<file path="src/rtl/digital_core_chain.sv">
// rtl/digital_core_chain.sv - WIDTH-bit bidirectional scan chain with capture, shadow update and shift counter
module digital_core_chain #(
    parameter int             WIDTH   = 8,
    parameter logic [WIDTH-1:0] RST_VAL = '0,
    localparam int            CW      = $clog2(WIDTH + 1)
) (
    input  logic             internal_clk,
    input  logic             dc_rst,
    input  logic             dc_clk_enable,
    input  logic [1:0]       dc_mode,
    input  logic             dc_dir,
    input  logic             dc_digital_input,
    input  logic [WIDTH-1:0] dc_parallel_in,
    output logic             dc_digital_output,
    output logic [WIDTH-1:0] dc_parallel_out,
    output logic [CW-1:0]    dc_shift_count,
    output logic             dc_shift_done
);

    localparam logic [1:0] MODE_HOLD    = 2'b00;
    localparam logic [1:0] MODE_SHIFT   = 2'b01;
    localparam logic [1:0] MODE_CAPTURE = 2'b10;
    localparam logic [1:0] MODE_UPDATE  = 2'b11;

    // Count saturates at CNT_MAX; the step from CNT_LAST is the only one that fires done.
    localparam logic [CW-1:0] CNT_MAX  = CW'(WIDTH);
    localparam logic [CW-1:0] CNT_LAST = CW'(WIDTH - 1);

    logic [WIDTH-1:0] sreg;
    logic [WIDTH-1:0] shadow;
    logic [CW-1:0]    count;
    logic             done;

    // Shift/capture/update state; done is a single-cycle pulse cleared on every edge.
    always_ff @(posedge internal_clk or posedge dc_rst) begin
        if (dc_rst) begin
            sreg   <= RST_VAL;
            shadow <= RST_VAL;
            count  <= '0;
            done   <= 1'b0;
        end else begin
            done <= 1'b0;
            if (dc_clk_enable) begin
                case (dc_mode)
                    MODE_SHIFT: begin
                        if (dc_dir)
                            sreg <= {dc_digital_input, sreg[WIDTH-1:1]};
                        else
                            sreg <= {sreg[WIDTH-2:0], dc_digital_input};
                        if (count != CNT_MAX) begin
                            count <= count + 1'b1;
                            if (count == CNT_LAST)
                                done <= 1'b1;
                        end
                    end
                    MODE_CAPTURE: begin
                        sreg  <= dc_parallel_in;
                        count <= '0;
                    end
                    MODE_UPDATE: begin
                        shadow <= sreg;
                        count  <= '0;
                    end
                    MODE_HOLD: ;
                    default: ;
                endcase
            end
        end
    end

    // Serial output taps the end of the chain the data is moving toward.
    always_comb begin
        dc_digital_output = dc_dir ? sreg[0] : sreg[WIDTH-1];
    end

    assign dc_parallel_out = shadow;
    assign dc_shift_count  = count;
    assign dc_shift_done   = done;

endmodule
</file>
<file path="config.mk">
export PLATFORM = sky130hd
export DESIGN_NAME = digital_core_chain
export DESIGN_NICKNAME = d
export VERILOG_FILES = /design/src/rtl/digital_core_chain.sv
export SDC_FILE = /design/constraint.sdc
export NUM_CORES = 1
export LEC_CHECK = 0
export ABC_CLOCK_PERIOD_IN_PS = 1400
export BUFFER_PORTS_ARGS = -buffer_cell sky130_fd_sc_hd__buf_2
export CAP_MARGIN = 25
export CELL_PAD_IN_SITES_DETAIL_PLACEMENT = 0
export CELL_PAD_IN_SITES_GLOBAL_PLACEMENT = 2
export CORE_UTILIZATION = 30
export CTS_CLUSTER_DIAMETER = 50
export CTS_CLUSTER_SIZE = 14
export DETAILED_ROUTE_END_ITERATION = 8
export PLACE_DENSITY_LB_ADDON = 0.15
export RECOVER_POWER = 50
export SETUP_SLACK_MARGIN = 0.2
export SYNTH_ARGS = -nofsm -noshare
export SYNTH_HDL_FRONTEND = slang
export SYNTH_SLANG_ARGS = --single-unit
</file>
<file path="constraint.sdc">
create_clock -name internal_clk -period 1.4 [get_ports internal_clk]
set_clock_uncertainty 0.05 [all_clocks]
set_input_delay 0.14 -clock internal_clk [delete_from_list [all_inputs] [get_ports internal_clk]]
set_output_delay 0.14 -clock internal_clk [all_outputs]
set_load 0.01 [all_outputs]
</file>
==> flow_summary.html <==
<table>
<tr><th>Metric</th><th>Value</th></tr>
<tr><th colspan="2">Placement</th></tr>
<tr><td>GPL Wtd Cong</td><td>roughly 0.74</td></tr>
<tr><td># port buffers</td><td>28</td></tr>
<tr><td>Post-DP HPWL</td><td>1.79 mm</td></tr>
<tr><th colspan="2">Floorplanning</th></tr>
<tr><td>Die ar.</td><td>0.00409 mm2</td></tr>
<tr><td># IOs</td><td>29</td></tr>
<tr><td>Core region area</td><td>0.00366 mm2</td></tr>
<tr><td>Chip width</td><td>64.0 um</td></tr>
<tr><td>Standard-cell row count</td><td>22</td></tr>
<tr><td>Die height</td><td>64.0 um</td></tr>
<tr><td>Effective utilization at floorplan</td><td>0.315</td></tr>
<tr><th colspan="2">Global route</th></tr>
<tr><td>Antenna violations before repair</td><td>0</td></tr>
<tr><td>Total routing usage reported by global routing</td><td>0.137</td></tr>
<tr><td>Wire length of the first global-routing pass</td><td>roughly 4.3 mm</td></tr>
<tr><td>Aggregate global routing overflow</td><td>0</td></tr>
<tr><td>Vias in the first global route</td><td>950</td></tr>
<tr><td>Maximum number of pins on one net before global-route repair</td><td>22</td></tr>
<tr><th colspan="2">Outcome</th></tr>
<tr><td>Status</td><td>finished, final reports clean</td></tr>
<tr><th colspan="2">Finish</th></tr>
<tr><td>Layout filler cell count</td><td>between 300 and 400</td></tr>
<tr><td>Core occupancy in the finished layout</td><td>0.425</td></tr>
<tr><td># diodes</td><td>0</td></tr>
<tr><td>Layout cells sized above 1</td><td>0.436</td></tr>
<tr><td>Final Net Count</td><td>161</td></tr>
<tr><td>Area Overhead vs Synth</td><td>35.1%</td></tr>
<tr><th colspan="2">Power and ir drop</th></tr>
<tr><td>Leakage Power</td><td>0.772 nW</td></tr>
<tr><td>Total power draw</td><td>2.26 mW</td></tr>
<tr><td>Total power density per cell area</td><td>1450 mW/mm2</td></tr>
<tr><td>Worst vdd ir</td><td>~0.00042 V</td></tr>
<tr><th colspan="2">Detailed routing</th></tr>
<tr><td>DR top layer</td><td>met4</td></tr>
<tr><td>Remaining DRCs</td><td>0</td></tr>
<tr><td>Post-route antenna net violation count</td><td>0</td></tr>
<tr><td>Met1 WL</td><td>1.12 mm</td></tr>
<tr><td>Via count</td><td>890</td></tr>
<tr><td>Sum of met2 wire segment lengths after detailed routing</td><td>~1.2 mm</td></tr>
<tr><td>Wirelength, routed</td><td>~2.5 mm</td></tr>
<tr><td>Pre-Repair DR Iteration Count</td><td>4</td></tr>
<tr><td>Detail-routed via count per cell</td><td>4.73</td></tr>
<tr><td>Wire length per cell after detailed routing</td><td>13.3 um</td></tr>
<tr><td>Number of DRC markers in iteration 0</td><td>25</td></tr>
<tr><td>Total length of routed met3 wires</td><td>112 um</td></tr>
<tr><th colspan="2">Clock tree</th></tr>
<tr><td>Number of buffers on the longest clock path</td><td>2</td></tr>
<tr><td>Maximum level of the CTS H-tree</td><td>1</td></tr>
<tr><td>Later-pin clock latency in the skew report</td><td>0.26 ns</td></tr>
<tr><td>Clock root buffer master</td><td>clkbuf_8</td></tr>
<tr><td>Clock Sink Count</td><td>21</td></tr>
<tr><td>Cts bufs inserted</td><td>3</td></tr>
<tr><td>Clock-pin slew on the worst setup and hold paths</td><td>0.08 ns</td></tr>
<tr><td>TritonCTS clock tree</td><td>yes</td></tr>
<tr><th colspan="2">Worst setup path</th></tr>
<tr><td>Largest fanout on the critical path</td><td>2</td></tr>
<tr><td>Destination of the critical timing path</td><td>dc_shift_count[0]</td></tr>
<tr><td>Crit path arrival time</td><td>1.42 ns</td></tr>
<tr><td>WS Path Type</td><td>reg -&gt; reg</td></tr>
<tr><td>Data required time at the worst endpoint</td><td>1.50 ns</td></tr>
<tr><td>End of the worst register-to-register path</td><td>dc_shift_count[0]</td></tr>
<tr><td>Setup crit end kind</td><td>register</td></tr>
<tr><td>Beginning of the worst register-to-register path</td><td>dc_shift_count[1]</td></tr>
<tr><td>Setup slack, reg-to-reg</td><td>a little over 0.07 ns</td></tr>
<tr><td>Startpoint Class</td><td>register</td></tr>
<tr><td>First element of the critical path</td><td>dc_shift_count[1]</td></tr>
<tr><td>R2R cell count</td><td>5</td></tr>
<tr><th colspan="2">Timing</th></tr>
<tr><td>Number of max-slew violations in the final report</td><td>0</td></tr>
<tr><td>RSZ-0062 raised after global routing</td><td>true</td></tr>
<tr><td>Final hold violation count</td><td>0</td></tr>
<tr><td>Highest Clock Rate</td><td>around 750 MHz</td></tr>
<tr><td>Final period util</td><td>0.948</td></tr>
<tr><td>Max-slew headroom at the worst pin</td><td>0.634</td></tr>
<tr><td>Number of failing setup endpoints in the final timing report</td><td>0</td></tr>
<tr><td>Worst-Margin Slew</td><td>0.549 ns</td></tr>
<tr><td>TNS Setup</td><td>0 ns</td></tr>
<tr><td>Post-layout minimum cycle time</td><td>around 1.3 ns</td></tr>
<tr><th colspan="2">Worst hold path</th></tr>
<tr><td>Hold WC Path Type</td><td>in -&gt; reg</td></tr>
<tr><th colspan="2">Yosys</th></tr>
<tr><td>Count of flip-flops with a built-in enable after synthesis</td><td>0</td></tr>
<tr><td>Mapped Nets</td><td>roughly 120</td></tr>
<tr><td>Number of instances in the synthesized netlist</td><td>just under 100</td></tr>
<tr><td>Fraction of registers with async set/reset</td><td>1.00</td></tr>
<tr><td>Most used DFF post-synth</td><td>dfrtp_1</td></tr>
<tr><td>Ranking of synthesized cells by area</td><td>dfrtp_1 46%, mux2_4 10%, mux2_1 8.8%</td></tr>
<tr><td>Most frequent cells after synthesis</td><td>21 x dfrtp_1, 11 x nand2_1, 9 x mux2_1, 9 x mux2i_1, 8 x mux2_4</td></tr>
<tr><td>Sequential-to-total area share from yosys stat</td><td>0.456</td></tr>
<tr><td>Post-Synthesis Mean Instance Area</td><td>around 12 um2</td></tr>
<tr><td>Dominant cell type by area after synthesis</td><td>dfrtp_1</td></tr>
<tr><td>Combined area of all synthesized cells</td><td>0.00115 mm2</td></tr>
<tr><td>Count of yosys warnings during synthesis</td><td>0</td></tr>
<tr><td>Yosys cell types</td><td>25</td></tr>
<tr><td>Top cell type's share of synthesized area</td><td>0.456</td></tr>
<tr><td>Cell with the most instances after synthesis</td><td>dfrtp_1</td></tr>
<tr><td>Number of storage elements in the synthesis netlist</td><td>21</td></tr>
<tr><th colspan="2">Flow run</th></tr>
<tr><td>Count of maximum capacitance violations</td><td>0</td></tr>
</table>
## how the worst min path moves through the flow
stage	to	cells after the start	startpoint	slack [ns]
final	dc_shift_done	3	dc_clk_enable	0.12
after global placement	dc_shift_done	3	dc_rst	0.14
after CTS	dc_shift_done	3	dc_clk_enable	0.12
after floorplan	dc_parallel_out[0]	1	dc_rst	0.07
after global routing	dc_shift_done	3	dc_clk_enable	0.13
after detailed placement	dc_parallel_out[4]	3	dc_rst	0.14
## power breakdown
part,switching (mW),internal [mW],total (mW)
Clock,0.204,0.198,0.402
Combinational,0.354,0.499,0.853
Sequential,0.163,0.839,1.00
Total,0.720,1.54,2.26
## layer usage
layer | up-vias | track usage
met2 | 24 | 0.258
li1 | 425 | -
met1 | 435 | 0.151
met5 | - | 0
met3 | 6 | 0.0196
met4 | 0 | 0.0597
## cell families after synthesis
kind of cell,Yosys count,synth area share
multiplexers,27,0.280
AND/OR/NAND/NOR,21,0.0880
flip-flops,21,0.456
AO/OA/AOI/OAI,14,0.0793
buffers and inverters,10,0.0423
adder cells (fa/ha/maj),5,0.0543
## layout by cell type (no fill, tap or decap)
master         Yosys  layout
nor2_1             2       2
o211ai_2           1       1
a211oi_2           0       1
clkbuf_2           0       1
o21ai_1            4       5
buf_4              0      10
o2bb2ai_2          0       1
o21ai_0            5       4
o2bb2ai_1          2       1
dfrtp_2            0       1
nand2b_1           1       1
nor3_1             1       1
inv_1              6       3
nor2b_1            1       1
nand3_1            1       1
ha_1               5       2
clkbuf_1           0       7
o41ai_2            0       1
mux2i_1            9       9
or2_4              1       1
buf_6              1       2
dfrtp_1           21      20
dlygate4sd3_1      0       1
nand2_1           11      11
clkinv_2           0       1
mux2_4             8      10
nand2_2            1       1
ha_4               0       3
nand4b_1           1       1
nand4_1            1       1
buf_12             0       1
inv_2              0       3
mux2_1             9       8
buf_2              3      20
clkbuf_8           0       3
## metrics by stage
stage | std cells | worst slack [ns] | hold slack, ns | area, um2
2_1_floorplan | 98 | 0.0454 | 0.0665 | 1170
5_1_grt | 188 | 0.0182 | 0.126 | 1560
3_3_place_gp | 180 | 0.0169 | 0.141 | 1430
6_report | 188 | 0.0724 | 0.123 | 1560
3_5_place_dp | 180 | -0.0186 | 0.143 | 1430
4_1_cts | 188 | 0.0668 | 0.117 | 1560
## cell type report
class	instances	area, um2	area share
clock buffers	3	41.3	0.0265
clock inverters	1	5.00	0.00322
inverters	6	22.5	0.0145
multi-input cells	67	642	0.412
flip-flops and latches	21	527	0.338
well taps	48	60.1	0.0386
repair buffers	42	259	0.166
## worst max-delay path, stage by stage, from the launching register on
cell,delay [ns]
dfrtp_1,0.39
inv_2,0.07
ha_4,0.12
nand4b_1,0.14
o211ai_2,0.12
mux2_4,0.31
## registers in the layout, indices dropped and copies added (netlist names)
signal	flops
dc_parallel_out	8
dc_shift_done	1
sreg	8
dc_shift_count	4
## repair_timing
| item | 4_1_cts | 5_1_grt |
|---|---|---|
| hold buffers | 1 | 0 |
| buffers inserted | 3 | 0 |
| setup endpoints to repair | 4 | 7 |
| pin swaps | 5 | 1 |
| gates resized for setup | 10 | 3 |
| hold endpoints to repair | 21 | 0 |
(Power assumes the default switching activity.)
